### src/rtl/if_pkg.sv
// if_pkg: shared constants, request-entry layout and slot-mask helper for the IF0 fetch stage.
// Contents:
//   INST_BYTES      bytes per instruction slot
//   DEF_RESET_PC    default fetch PC after reset
//   if_req_entry_t  queue entry {pc, slot_valid, taken, epoch}, sized for the widest configuration
//   slot_step       one slot of the valid/taken mask chain
package if_pkg;
    localparam int INST_BYTES = 4;
    localparam logic [31:0] DEF_RESET_PC = 32'h1c000000;
    localparam int FW_MAX = 8;
    localparam int EW_MAX = 8;

    typedef struct packed {
        logic [31:0]       pc;
        logic [FW_MAX-1:0] slot_valid;
        logic [FW_MAX-1:0] taken;
        logic [EW_MAX-1:0] epoch;
    } if_req_entry_t;

    // Returns {slot_valid, slot_taken, hit_out}; once a taken slot is seen, later slots are dropped.
    function automatic logic [2:0] slot_step(input logic live, input logic tk, input logic hit);
        logic v;
        v = live && !hit;
        return {v, v && tk, hit || (v && tk)};
    endfunction
endpackage

### src/rtl/if_pc_fifo.sv
// if_pc_fifo: first-word-fall-through request queue with synchronous clear.
// Ports:
//   clk, rst       clock, synchronous active-high reset (also zeroes storage)
//   clr            drop all entries
//   push, din      write an entry (ignored when full)
//   pop            consume the head (ignored when empty)
//   dout           head entry, valid whenever !empty
//   count, empty   occupancy and empty flag
module if_pc_fifo #(
    parameter int DEPTH = 4,
    parameter int W     = 8
) (
    input  logic                   clk,
    input  logic                   rst,
    input  logic                   clr,
    input  logic                   push,
    input  logic [W-1:0]           din,
    input  logic                   pop,
    output logic [W-1:0]           dout,
    output logic [$clog2(DEPTH):0] count,
    output logic                   empty
);
    localparam int AW = $clog2(DEPTH);

    logic [W-1:0]  mem [DEPTH];
    logic [AW-1:0] rd, wr;
    logic          full, do_push, do_pop;

    assign full    = count == (AW+1)'(DEPTH);
    assign empty   = count == '0;
    assign do_push = push && !full;
    assign do_pop  = pop && !empty;
    assign dout    = mem[rd];

    always_ff @(posedge clk) begin
        if (rst) begin
            rd    <= '0;
            wr    <= '0;
            count <= '0;
            for (int i = 0; i < DEPTH; i++) mem[i] <= '0;
        end else if (clr) begin
            rd    <= '0;
            wr    <= '0;
            count <= '0;
        end else begin
            if (do_push) begin
                mem[wr] <= din;
                wr      <= wr + 1'b1;
            end
            if (do_pop) rd <= rd + 1'b1;
            count <= count + (AW+1)'(do_push) - (AW+1)'(do_pop);
        end
    end
endmodule

### src/rtl/if_fetch_pc_gen.sv
// if_fetch_pc_gen: IF0 fetch-address generator; owns the fetch PC, issues I-cache requests and
// queues accepted fetch groups (PC, slot mask, taken mask, epoch) toward IF1.
// Optional uncached window enabled by macro IF_UNCACHED_WIN_EN.
// Ports:
//   clk, rst                      clock, synchronous active-high reset
//   redirect_valid, redirect_pc   redirect: new PC, flush queue, bump epoch
//   req_valid, req_addr,
//   req_uncached, req_addr_ok     I-cache request handshake
//   bpu_pc, bpu_taken, bpu_target branch-predictor lookup and hints
//   out_valid, out_ready, out_pc,
//   out_slot_valid, out_taken,
//   out_epoch                     FWFT queue head toward IF1
//   cur_epoch                     live epoch for stale-response filtering
module if_fetch_pc_gen
    import if_pkg::*;
#(
    parameter int          FETCH_WIDTH = 4,
    parameter int          DEPTH       = 4,
    parameter logic [31:0] RESET_PC    = DEF_RESET_PC,
    parameter int          EPOCH_W     = 2
`ifdef IF_UNCACHED_WIN_EN
   ,parameter logic [31:0] UNC_BASE    = 32'h1fe00000,
    parameter logic [31:0] UNC_MASK    = 32'hfff00000
`endif
) (
    input  logic                   clk,
    input  logic                   rst,
    input  logic                   redirect_valid,
    input  logic [31:0]            redirect_pc,
    output logic                   req_valid,
    output logic [31:0]            req_addr,
    output logic                   req_uncached,
    input  logic                   req_addr_ok,
    output logic [31:0]            bpu_pc,
    input  logic [FETCH_WIDTH-1:0] bpu_taken,
    input  logic [31:0]            bpu_target,
    output logic                   out_valid,
    input  logic                   out_ready,
    output logic [31:0]            out_pc,
    output logic [FETCH_WIDTH-1:0] out_slot_valid,
    output logic [FETCH_WIDTH-1:0] out_taken,
    output logic [EPOCH_W-1:0]     out_epoch,
    output logic [EPOCH_W-1:0]     cur_epoch
);
    localparam int CW        = $clog2(DEPTH) + 1;
    localparam int QW        = 32 + 2*FETCH_WIDTH + EPOCH_W;
    localparam int GRP_BYTES = FETCH_WIDTH * INST_BYTES;

    logic [31:0]            pc, base, off, next_pc;
    logic [EPOCH_W-1:0]     epoch;
    logic [FETCH_WIDTH-1:0] slot_valid, taken;
    logic [2:0]             st;
    logic [CW-1:0]          count;
    logic [QW-1:0]          q_dout;
    logic                   unc, hit, accept, empty;

    assign base = pc & ~32'(GRP_BYTES - 1);
    // Shift-and-mask keeps FETCH_WIDTH=1 legal (offset is always 0 there).
    assign off  = (pc >> 2) & 32'(FETCH_WIDTH - 1);

`ifdef IF_UNCACHED_WIN_EN
    assign unc = (pc & UNC_MASK) == (UNC_BASE & UNC_MASK);
`else
    assign unc = 1'b0;
`endif

    // Uncached groups fetch only the addressed slot; cached groups fetch off..end.
    always_comb begin
        slot_valid = '0;
        taken      = '0;
        hit        = 1'b0;
        st         = '0;
        for (int i = 0; i < FETCH_WIDTH; i++) begin
            st            = slot_step(unc ? 32'(i) == off : 32'(i) >= off, bpu_taken[i], hit);
            slot_valid[i] = st[2];
            taken[i]      = st[1];
            hit           = st[0];
        end
    end

    assign next_pc = hit ? bpu_target : unc ? pc + 32'(INST_BYTES) : base + 32'(GRP_BYTES);

    assign req_valid    = !rst && !redirect_valid && count < CW'(DEPTH);
    assign accept       = req_valid && req_addr_ok;
    assign req_addr     = pc;
    assign bpu_pc       = pc;
    assign req_uncached = unc;
    assign cur_epoch    = epoch;
    assign out_valid    = !empty;

    always_ff @(posedge clk) begin
        if (rst) begin
            pc    <= RESET_PC;
            epoch <= '0;
        end else if (redirect_valid) begin
            pc    <= redirect_pc;
            epoch <= epoch + 1'b1;
        end else if (accept) begin
            pc    <= next_pc;
        end
    end

    // A redirect clears the queue; the same-cycle accept is already masked by req_valid.
    if_pc_fifo #(.DEPTH(DEPTH), .W(QW)) u_fifo (
        .clk  (clk),
        .rst  (rst),
        .clr  (redirect_valid),
        .push (accept),
        .din  ({pc, slot_valid, taken, epoch}),
        .pop  (out_valid && out_ready),
        .dout (q_dout),
        .count(count),
        .empty(empty)
    );

    assign {out_pc, out_slot_valid, out_taken, out_epoch} = q_dout;
endmodule

### config.mk
export PLATFORM = sky130hd
export DESIGN_NAME = if_fetch_pc_gen
export DESIGN_NICKNAME = d
export VERILOG_FILES = /design/src/rtl/if_pkg.sv /design/src/rtl/if_pc_fifo.sv /design/src/rtl/if_fetch_pc_gen.sv
export SDC_FILE = /design/constraint.sdc
export NUM_CORES = 1
export LEC_CHECK = 0
export ABC_CLOCK_PERIOD_IN_PS = 7600
export BUFFER_PORTS_ARGS = -buffer_cell sky130_fd_sc_hd__buf_4
export CAP_MARGIN = 20
export CORE_MARGIN = 2
export CORE_UTILIZATION = 60
export CTS_CLUSTER_DIAMETER = 120
export DETAILED_ROUTE_END_ITERATION = 8
export PLACE_DENSITY = 0.87
export SLEW_MARGIN = 20
export SYNTH_ARGS = -nofsm -noshare
export SYNTH_HDL_FRONTEND = slang
export SYNTH_HIERARCHICAL = 1
export SYNTH_SLANG_ARGS = --single-unit
export TNS_END_PERCENT = 50
### constraint.sdc
create_clock -name clk -period 7.6 [get_ports clk]
set_input_delay 0 -clock clk [delete_from_list [all_inputs] [get_ports clk]]
set_output_delay 0 -clock clk [all_outputs]
set_load 0.02 [all_outputs]
==> results.yml <==
outcome:
  status: "complete, no violations"
yosys:
  synthCells: 800
  yosysMostFrequentCell: "edfxtp_1"
  ys_top_cells_by_area: "edfxtp_1 49%, mux4_2 9.1%, and2_1 8.7%"
  syn_nets: 877
  ys_seq_area_frac: 0.571
  yosys.area_share.xor_xnor: 0.0152
  ys_warn_count: 6
  synth_cell_types: 74
  yosys.area_share.adder: 0.00556
  syn_area_per_cell_um2: 12.9
  ys_ff_latch: 211
  synth_top_family_by_area: "simple AND/OR/NAND/NOR gates"
  synth_compound_area_frac: 0.0653
  synth_top_area_frac: 0.488
  synthArstFlopShare: 0
  yosys.area.top_type: "edfxtp_1"
  synth_common_cells: "168 x edfxtp_1, 144 x and2_1, 43 x dfxtp_1, 43 x nand2_1, 42 x mux4_2"
  synth-edff-count: 168
  synth_mux_area_frac: 0.0975
  synth_area_mm2: 0.0103
  yosys.area_share.simple: 0.195
  synth-main-ff-cell: "edfxtp_1"
cts:
  clk_pin_slew_ns: 0.06
  cts_tree: "done"
  numCtsBuffers: 21
  cts_max_level: 1
  clk_latency_ns: 0.50
  cts_root_buffer: "clkbuf_16"
  cts_num_sinks: 211
  cts_buffer_depth: 3
  cts_setup_buffers: 0
die:
  start_util: 0.606
  coreArea_mm2: 0.0171
  io_pins: 184
  die_height_um: 135
  die_w_um: 135
  num_rows: 48
  dieArea_mm2: 0.0183
setup_path:
  crit_top_cell: "buf_4"
  critPathArrivalTime_ns: 3.99
  cp-end-kind: "flop"
  startpoint: "rst"
  critPathLaunchType: "input port"
  cp_slowest_stage_delay_ns: 0.54
  critPathSlowestCell: "or2_2"
  cp.required_ns: 7.76
  worstSetupPathType: "in -> reg"
  path_max_fanout: 43
  r2r_start: "u_fifo/count[2]"
  worstPathCellList: "dlygate4sd3_1 -> buf_4 -> nor3_2 -> nand2_1 -> buf_4 -> inv_2 -> or3b_4 -> nor4b_4 -> buf_4 -> or2_2 -> buf_4"
min_path:
  hold_path.class: "in -> reg"
  min_from: "bpu_taken[1]"
placed_design:
  gp_congestion: 0.924
  place_area_mm2: 0.0116
  numPlacedInstances: 1134
  port_buffers: 182
  hpwl_um: 16400
  post-place-ws_ns: 3.88
timing:
  setup_ws_ns: 3.76
  finalHoldViolations: 0
  worst_pin_slew_ns: 1.06
  report.final.slew_viol_count: 0
  max_freq_ghz: 0.261
  setup_violations: 0
  slew_headroom: 0.288
  rsz0062_at_grt: "false"
  fin_skew_ns: 0.0148
  holdWs_ns: 0.0177
  period_share: 0.505
  timing.final.crit_period_ns: 3.84
  fin_setup_tns_ns: 0
cells_and_area:
  n_fill_cell: 1050
  multi_input_area_mm2: 0.00393
  area_delta_synth_final_pct: 25.1
  final_nets: 1079
  seq_area_mm2: 0.00591
  stdcell_area_mm2: 0.0129
  layout-drive-gt1-share: 0.316
  final_cells: 1242
  diodes: 0
detailed_routing:
  drc_errors: 0
  antenna_left: 0
  viasPerCell: 6.20
  wl_per_cell_um: 22.6
  first_iter_violations: 1025
  route.vias.total: 7701
  drt-pass1-iter-count: 6
  drt-total-wl_um: 28100
power:
  peakVddDrop_mv: 0.159
  leakage_nw: 5.06
  p_per_area_mw_per_mm2: 205
global_routing:
  grt_max_degree: 44
  grt_pass1_wl_um: 42500
  antenna_found_initial: 0
  overflow: 0
  grt_pass1_vias: 7627
  track_usage: 0.307
job:
  max_cap_violations: 0
-- routing by layer --
layer / vias to the layer above / share of wire / wire length (um) / GRT usage
li1: 3323 / - / - / -
met1: 3708 / 0.36 / 10200 / 0.400
met2: 551 / 0.50 / 13900 / 0.512
met3: 119 / 0.099 / 2780 / 0.0486
met4: 0 / 0.043 / 1210 / 0.139
met5: - / 0 / 0 / 0
-- cells in the final DEF (no fill, tap or decap), types with 4 or more instances in the layout --
cell type and n:
and2_2 32, clkinv_2 4, edfxtp_1 168, a21o_1 5, a211oi_1 4, inv_1 8
dfxtp_1 41, o22ai_1 12, nand3_1 12, nand4_1 12, a22oi_1 4, nand2_1 43
dlygate4sd3_1 70, clkbuf_1 6, a222oi_1 4, o211ai_1 4, clkbuf_16 21, buf_4 190
xor2_1 10, nor3_1 15, mux2i_1 4, and2_1 144, nor2_1 28, and3_1 6
and4_1 6, a21oi_1 18, mux4_2 42, o21ai_0 21, xnor2_1 8
-- cell type report --
type / instances / area share
well taps: 225 / 0.0218
inverters: 9 / 0.00261
repair buffers: 260 / 0.164
clock inverters: 8 / 0.00542
flip-flops and latches: 211 / 0.457
multi-input cells: 499 / 0.303
clock buffers: 30 / 0.0455
-- final timing paths --
check	depth (start not counted)	to	slack, ns
worst max register to register	9	u_fifo/mem[2][38]	3.81
worst min-delay path	3	u_fifo/mem[3][3]	0.02
worst max-delay path	11	u_fifo/mem[2][38]	3.76
worst min register to register	2	flop	0.50
-- state kept, by name, summed over array words and instances, names as in the netlist, named ones only --
register and count:
u_fifo/rd 2, cur_epoch 2, u_fifo/wr 2, u_fifo/count 3, bpu_pc 32, u_fifo/mem 168
-- worst max-delay path, delay by kind of cell --
family                 cells  cell delay (ns)
buffers and inverters      6             2.35
AND/OR/NAND/NOR            5             1.59
-- stage by stage --
| step | total power, W | utilization |
|---|---|---|
| 2_1_floorplan | 0.00151 | - |
| 3_3_place_gp | 0.00162 | 0.679 |
| 3_5_place_dp | 0.00163 | 0.679 |
| 4_1_cts | 0.00264 | 0.758 |
| 5_1_grt | 0.00272 | 0.759 |
| 6_report | 0.00265 | 0.759 |
-- power breakdown --
part | internal, W | leakage [nW] | switching, W
clock | 0.000575 | 0.323 | 0.000425
sequential | 0.00129 | 2.09 | 0.0000534
combinational | 0.000143 | 2.65 | 0.000162
total | 0.00201 | 5.06 | 0.000640
-- repair_timing --
action                                 4_1_cts  5_1_grt
gates resized for setup                      0        0
endpoints found under the hold margin       35        0
hold buffers                                70        0
-- logic make-up (layout without fill, tap and decap cells) --
kind of cell,count (synthesis),count (layout)
DFF,211,211
other,1,1
and+or+nand+nor,329,329
buffers and inverters,90,307
adders and majority gates,4,4
AOI/OAI and AO/OA,99,99
muxes,48,48
xor gates and xnor gates,18,18
(Power assumes the default switching activity.)
